**src/rtl/handshake_pkg.sv**
```systemverilog
// Shared types and helpers for the handshake round-robin arbiter.
//   hs_arb_state_t : arbiter FSM states
//   HS_MAX_REQ     : largest supported requester count
//   onehot_to_idx  : one-hot (up to HS_MAX_REQ bits) to binary index
package handshake_pkg;

    typedef enum logic [1:0] {
        IDLE   = 2'd0,
        REQ_HI = 2'd1,
        ACK_HI = 2'd2,
        REQ_LO = 2'd3
    } hs_arb_state_t;

    localparam int HS_MAX_REQ = 8;
    localparam int HS_IDX_W   = $clog2(HS_MAX_REQ);

    // Highest set bit wins; callers only pass one-hot or zero vectors.
    function automatic logic [HS_IDX_W-1:0] onehot_to_idx(input logic [HS_MAX_REQ-1:0] oh);
        logic [HS_IDX_W-1:0] idx;
        idx = '0;
        for (int i = 0; i < HS_MAX_REQ; i++) begin
            if (oh[i]) idx = HS_IDX_W'(i);
        end
        return idx;
    endfunction

endpackage

```
**src/rtl/hs_rr_picker.sv**
```systemverilog
// Combinational rotate-priority encoder.
//   req_i   : request vector
//   ptr_i   : index where the upward (wrapping) search starts
//   valid_o : any request present
//   pick_o  : one-hot winner
//   idx_o   : binary index of the winner
module hs_rr_picker
    import handshake_pkg::*;
#(
    parameter  int NUM_REQ = 4,
    localparam int IDX_W   = $clog2(NUM_REQ)
) (
    input  logic [NUM_REQ-1:0] req_i,
    input  logic [IDX_W-1:0]   ptr_i,
    output logic               valid_o,
    output logic [NUM_REQ-1:0] pick_o,
    output logic [IDX_W-1:0]   idx_o
);

    // One extra bit so ptr + offset cannot overflow before the wrap.
    localparam logic [IDX_W:0] NUM_REQ_W = (IDX_W+1)'(NUM_REQ);

    logic                  found;
    logic [IDX_W:0]        k;
    logic [HS_MAX_REQ-1:0] pick_ext;
    logic [HS_IDX_W-1:0]   idx_full;

    always_comb begin
        pick_o = '0;
        found  = 1'b0;
        k      = '0;
        for (int i = 0; i < NUM_REQ; i++) begin
            k = {1'b0, ptr_i} + (IDX_W+1)'(i);
            if (k >= NUM_REQ_W) k = k - NUM_REQ_W;
            if (!found && req_i[k[IDX_W-1:0]]) begin
                pick_o[k[IDX_W-1:0]] = 1'b1;
                found                = 1'b1;
            end
        end
    end

    assign valid_o  = |req_i;
    assign pick_ext = HS_MAX_REQ'(pick_o);
    assign idx_full = onehot_to_idx(pick_ext);
    assign idx_o    = idx_full[IDX_W-1:0];

endmodule

```
**src/rtl/handshake_rr_arbiter.sv**
```systemverilog
// Round-robin arbiter sharing one four-phase req/ack responder among
// NUM_REQ requesters, with a stall timeout on the responder side.
//   clk, rst    : clock, asynchronous active-high reset
//   req_i/ack_o : per-requester four-phase handshake
//   srv_req_o   : request to the shared responder
//   srv_ack_i   : ack from the shared responder
//   grant_o     : one-hot owner (0 when idle)
//   grant_id_o  : binary owner (0 when idle)
//   busy_o      : not in IDLE
//   timeout_o   : one-cycle pulse after an aborted transaction
module handshake_rr_arbiter
    import handshake_pkg::*;
#(
    parameter  int NUM_REQ        = 4,
    parameter  int TIMEOUT_CYCLES = 255,
    localparam int IDX_W          = $clog2(NUM_REQ),
    localparam int CNT_W          = (TIMEOUT_CYCLES > 0) ? $clog2(TIMEOUT_CYCLES + 1) : 1
) (
    input  logic               clk,
    input  logic               rst,
    input  logic [NUM_REQ-1:0] req_i,
    output logic [NUM_REQ-1:0] ack_o,
    output logic               srv_req_o,
    input  logic               srv_ack_i,
    output logic [NUM_REQ-1:0] grant_o,
    output logic [IDX_W-1:0]   grant_id_o,
    output logic               busy_o,
    output logic               timeout_o
);

    localparam logic [IDX_W-1:0] LAST_IDX = IDX_W'(NUM_REQ - 1);

    hs_arb_state_t      state_q, state_d;
    logic [IDX_W-1:0]   owner_q, owner_d;
    logic [IDX_W-1:0]   rr_ptr_q, rr_ptr_d;
    logic [CNT_W-1:0]   cnt_q, cnt_d;
    logic               timeout_q, timeout_d;

    logic               pick_valid;
    logic [NUM_REQ-1:0] pick_oh;
    logic [IDX_W-1:0]   pick_idx;
    logic               expired;
    logic               to_idle;
    logic [NUM_REQ-1:0] owner_oh;

    hs_rr_picker #(.NUM_REQ(NUM_REQ)) u_picker (
        .req_i   (req_i),
        .ptr_i   (rr_ptr_q),
        .valid_o (pick_valid),
        .pick_o  (pick_oh),
        .idx_o   (pick_idx)
    );

    // Fires on the edge that would complete the TIMEOUT_CYCLES-th waiting
    // cycle, so a stalled phase lasts exactly TIMEOUT_CYCLES cycles.
    assign expired = (TIMEOUT_CYCLES != 0) && ((int'(cnt_q) + 1) >= TIMEOUT_CYCLES);

    always_ff @(posedge clk or posedge rst) begin
        if (rst) begin
            state_q   <= IDLE;
            owner_q   <= '0;
            rr_ptr_q  <= '0;
            cnt_q     <= '0;
            timeout_q <= 1'b0;
        end else begin
            state_q   <= state_d;
            owner_q   <= owner_d;
            rr_ptr_q  <= rr_ptr_d;
            cnt_q     <= cnt_d;
            timeout_q <= timeout_d;
        end
    end

    always_comb begin
        state_d   = state_q;
        owner_d   = owner_q;
        rr_ptr_d  = rr_ptr_q;
        timeout_d = 1'b0;
        to_idle   = 1'b0;
        cnt_d     = cnt_q;

        unique case (state_q)
            IDLE: begin
                // A high srv_ack_i here is left over from an aborted transfer;
                // wait for it to fall before handing out a new grant.
                if (pick_valid && !srv_ack_i) begin
                    owner_d = pick_idx;
                    state_d = REQ_HI;
                end
            end
            REQ_HI: begin
                if (srv_ack_i) begin
                    state_d = ACK_HI;
                end else if (expired) begin
                    state_d   = IDLE;
                    timeout_d = 1'b1;
                    to_idle   = 1'b1;
                end
            end
            ACK_HI: begin
                if (!req_i[owner_q]) state_d = REQ_LO;
            end
            REQ_LO: begin
                if (!srv_ack_i) begin
                    state_d = IDLE;
                    to_idle = 1'b1;
                end else if (expired) begin
                    state_d   = IDLE;
                    timeout_d = 1'b1;
                    to_idle   = 1'b1;
                end
            end
            default: state_d = IDLE;
        endcase

        // Next search starts just past the last owner.
        if (to_idle) rr_ptr_d = (owner_q == LAST_IDX) ? '0 : owner_q + 1'b1;

        if (state_d != state_q) begin
            cnt_d = '0;
        end else if ((state_q == REQ_HI || state_q == REQ_LO) && cnt_q != '1) begin
            cnt_d = cnt_q + 1'b1;
        end
    end

    // Moore decode: outputs depend only on registered state.
    always_comb begin
        owner_oh   = NUM_REQ'(1) << owner_q;
        busy_o     = (state_q != IDLE);
        srv_req_o  = (state_q == REQ_HI) || (state_q == ACK_HI);
        ack_o      = (state_q == ACK_HI || state_q == REQ_LO) ? owner_oh : '0;
        grant_o    = busy_o ? owner_oh : '0;
        grant_id_o = busy_o ? owner_q : '0;
        timeout_o  = timeout_q;
    end

endmodule
```
**config.mk**
```make
export PLATFORM = sky130hd
export DESIGN_NAME = handshake_rr_arbiter
export DESIGN_NICKNAME = d
export VERILOG_FILES = /design/src/rtl/handshake_pkg.sv /design/src/rtl/hs_rr_picker.sv /design/src/rtl/handshake_rr_arbiter.sv
export SDC_FILE = /design/constraint.sdc
export NUM_CORES = 1
export LEC_CHECK = 0
export CORE_MARGIN = 2
export CORE_UTILIZATION = 54
export CTS_BUF_LIST = sky130_fd_sc_hd__clkbuf_16
export DETAILED_ROUTE_END_ITERATION = 10
export PLACE_DENSITY = 0.79
export SYNTH_ARGS = -nofsm -noshare
export SYNTH_HDL_FRONTEND = slang
export SYNTH_SLANG_ARGS = --single-unit
```
**constraint.sdc**
```tcl
create_clock -name clk -period 2.7 [get_ports clk]
set_clock_uncertainty 0.1 [all_clocks]
set_input_delay 0.675 -clock clk [delete_from_list [all_inputs] [get_ports clk]]
set_output_delay 0.675 -clock clk [all_outputs]
set_load 0.005 [all_outputs]
```
==> metrics.txt <==
status finished clean; synthesized area per cell between 8 and 9 um^2; share of the synthesized area in the top cell type 0.262; Worst Path Max Fanout 9; met3 Usage GRT 0.0539; Final Slew Violations 0; Die X roughly 55 um; Seq cells post-synth 15; post-synth cell types 45; Worst-Margin Slew 0.607 ns; worst vdd ir between 0.7 and 0.8 mV; Min-Delay Endpoint cnt_q[6]$_DFFE_PP0P_; top post-synthesis cells by count 21 x nor2_1, 15 x dfrtp_1, 15 x ha_1, 13 x inv_1, 13 x nand2_1; fraction of layout cells with a size suffix above 1 0.151; unrepaired setup endpoints after global routing false; sequential fraction of the synthesis area 0.262; first-pass detailed-route iteration total 4; via/cell ratio just over 6; Crit. End Element flip-flop; WHS ~0.50 ns; final setup vio count 0; required time of the worst setup path 2.79 ns; Gate power share 0.634; Hold Fails Final Rpt 0; synthesized instance count ~160; CTS tree built; fillers about 190; PostCTS Resize Cnt 0; Syn Std Cell Area roughly 0.0014 mm^2; hold path cells 2; DRC 0; GRT Overall Usage 0.227; total number of vias between 1000 and 1500; initial antenna violation count 0; syn nets between 150 and 200; Switch Pwr about 780 uW; Arr. time, crit path ~2.7 ns; Post-DP HPWL approximately 2.5 mm; Pleak approximately 0.00079 uW; clk sinks 15; die height approximately 55 um; switching share of total power 0.428; Starting Density 0.572; number of flops mapped to enable cells by yosys 0; Core Box Area roughly 0.0025 mm^2; hold buffers post-CTS 0; first-pass GRT wire length ~5.7 mm; relative slew slack 0.595; Clock power frac 0.157; fmax 387 MHz; CTS Buf Count 3; GPL Wtd Cong slightly above 0.8; Final Cycle Share 0.957; top cells by area, synth dfrtp_1 26%, ha_1 13%, nor2_1 5.5%; Routed Wire Length roughly 3.2 mm; M2 GR Usage 0.393; hold_sp cnt_q[6]$_DFFE_PP0P_; Post-DRT Antenna Nets 0; r2r worst-path depth 8; Synth warnings 0; placed cells between 200 and 250; reg2reg end owner_q[0]$_DFFE_PP0P_; worst reg2reg path startpoint rr_ptr_q[1]$_DFFE_PP0P_; # rows 18; Die Area a little over 0.003 mm^2; met1 Track Usage GR 0.278; Min-Delay Path Class reg -> reg; routed length per instance 14.5 um; drt initial violations 25; P_int 1050 uW; Buffers on Ports 19; Synth area leader dfrtp_1; Clock Latency Late Sink roughly 0.25 ns; max-cap violations 0; Max clock buf depth 2; largest net degree at the start of global routing 16; Nets ~220; vias in the first global route ~1300; Non-Filler Instances between 200 and 250; Synth-to-Final Area Change 25.9%; clock-pin slew on the worst setup and hold paths approximately 0.050 ns; Boundary Pins 20; part of the power in registers 0.210; final core utilization 0.720; asr flop ratio synth 1.00; Final Critical Period 2.58 ns; Root Buffer clkbuf_16; Main synth FF type dfrtp_1; PwrDens between 1000 and 1500 mW/mm^2; ant diodes 0; H-Tree Depth 1; CP Launch Type input port; most common cell in the netlist nor2_1; TNS Setup 0 ns; critical path class in -> reg; setup bufs post-CTS 0; GRT busiest layer met2; reg2reg setup slack 0.26 ns; Overflow after GRT 0
worst max-delay path, stage by stage:
cell             delay, ns
clkdlybuf4s50_1       0.53
mux4_2                0.56
a211oi_1              0.32
buf_4                 0.18
nand2_1               0.05
a31oi_1               0.19
o22a_1                0.16
power by group through the flow:
stage	Sequential, uW	Combinational (uW)	Clock (uW)
6_report	385	1160	287
5_1_grt	400	1280	303
4_1_cts	384	1160	291
3_5_place_dp	388	1150	0
3_3_place_gp	381	1100	0
2_1_floorplan	372	773	0
metal layers:
metal  up-vias  wire length, um
met1       641             1380
met3         6              190
met2        52             1620
met4         0               36
li1        642                -
met5         -                0
cells by family (layout without fill, tap and decap cells):
kind of cell / count (synthesis) / count (layout) / share of synthesized area
AOI/OAI and AO/OA: 30 / 30 / 0.168
buffers and inverters: 15 / 45 / 0.0402
and+or+nand+nor: 72 / 72 / 0.270
xor gates and xnor gates: 7 / 7 / 0.0429
DFF: 15 / 15 / 0.262
adders and majority gates: 15 / 15 / 0.131
muxes: 8 / 8 / 0.0849
stage by stage:
stage / total power (uW) / setup WS (ns) / instance area (um^2)
5_1_grt: 1980 / 0.0105 / 1800
3_5_place_dp: 1540 / -0.0920 / 1720
3_3_place_gp: 1480 / -0.0136 / 1720
2_1_floorplan: 1140 / 0.277 / 1430
4_1_cts: 1830 / 0.0828 / 1800
6_report: 1830 / 0.116 / 1800
final cells by class:
| type | instances | area, um^2 | share of cell area |
|---|---|---|---|
| clock buffer | 3 | 75.1 | 0.0417 |
| clock inverter | 1 | 3.75 | 0.00208 |
| inverter | 13 | 48.8 | 0.0271 |
| multi-input combinational | 132 | 1000 | 0.557 |
| sequential | 15 | 375 | 0.208 |
| tap | 30 | 37.5 | 0.0208 |
| timing repair buffer | 28 | 258 | 0.143 |
worst max path at each step:
stage	startpoint	to	slack [ns]	cells past startpoint
2_1_floorplan	rr_ptr_q[0]$_DFFE_PP0P_	owner_q[0]$_DFFE_PP0P_	0.28	8
3_3_place_gp	req_i[2]	owner_q[0]$_DFFE_PP0P_	-0.01	7
3_5_place_dp	req_i[0]	cnt_q[1]$_DFFE_PP0P_	-0.09	7
4_1_cts	state_q[0]$_DFF_PP0_	ack_o[3]	0.08	5
5_1_grt	req_i[2]	owner_q[0]$_DFFE_PP0P_	0.01	7
6_report	req_i[2]	owner_q[0]$_DFFE_PP0P_	0.12	7
layout by cell type, fill, tap and decap left out, types with 2 or more instances in the layout:
| cell | count |
|---|---|
| xor2_1 | 5 |
| nand3_1 | 4 |
| mux4_2 | 3 |
| buf_4 | 9 |
| a21oi_1 | 6 |
| clkdlybuf4s50_1 | 19 |
| inv_1 | 14 |
| nand4_1 | 3 |
| nor3b_1 | 3 |
| nor2_1 | 20 |
| nand2_1 | 13 |
| a221oi_1 | 2 |
| nor4b_1 | 2 |
| dfrtp_1 | 15 |
| clkbuf_16 | 3 |
| and3_2 | 2 |
| o21ai_0 | 4 |
| xnor2_1 | 2 |
| o21ai_1 | 2 |
| a31oi_1 | 3 |
| nor2b_1 | 9 |
| a21o_1 | 2 |
| ha_1 | 14 |
| o22a_1 | 2 |
| mux2_2 | 3 |
| nor3_1 | 5 |
| mux2i_1 | 2 |
flip-flops by register name (all words and copies together), names as in the netlist:
name	flops
cnt_q	8
owner_q	2
rr_ptr_q	2
state_q	2
timeout_o	1
No activity file was read; power rests on OpenSTA's default activity.
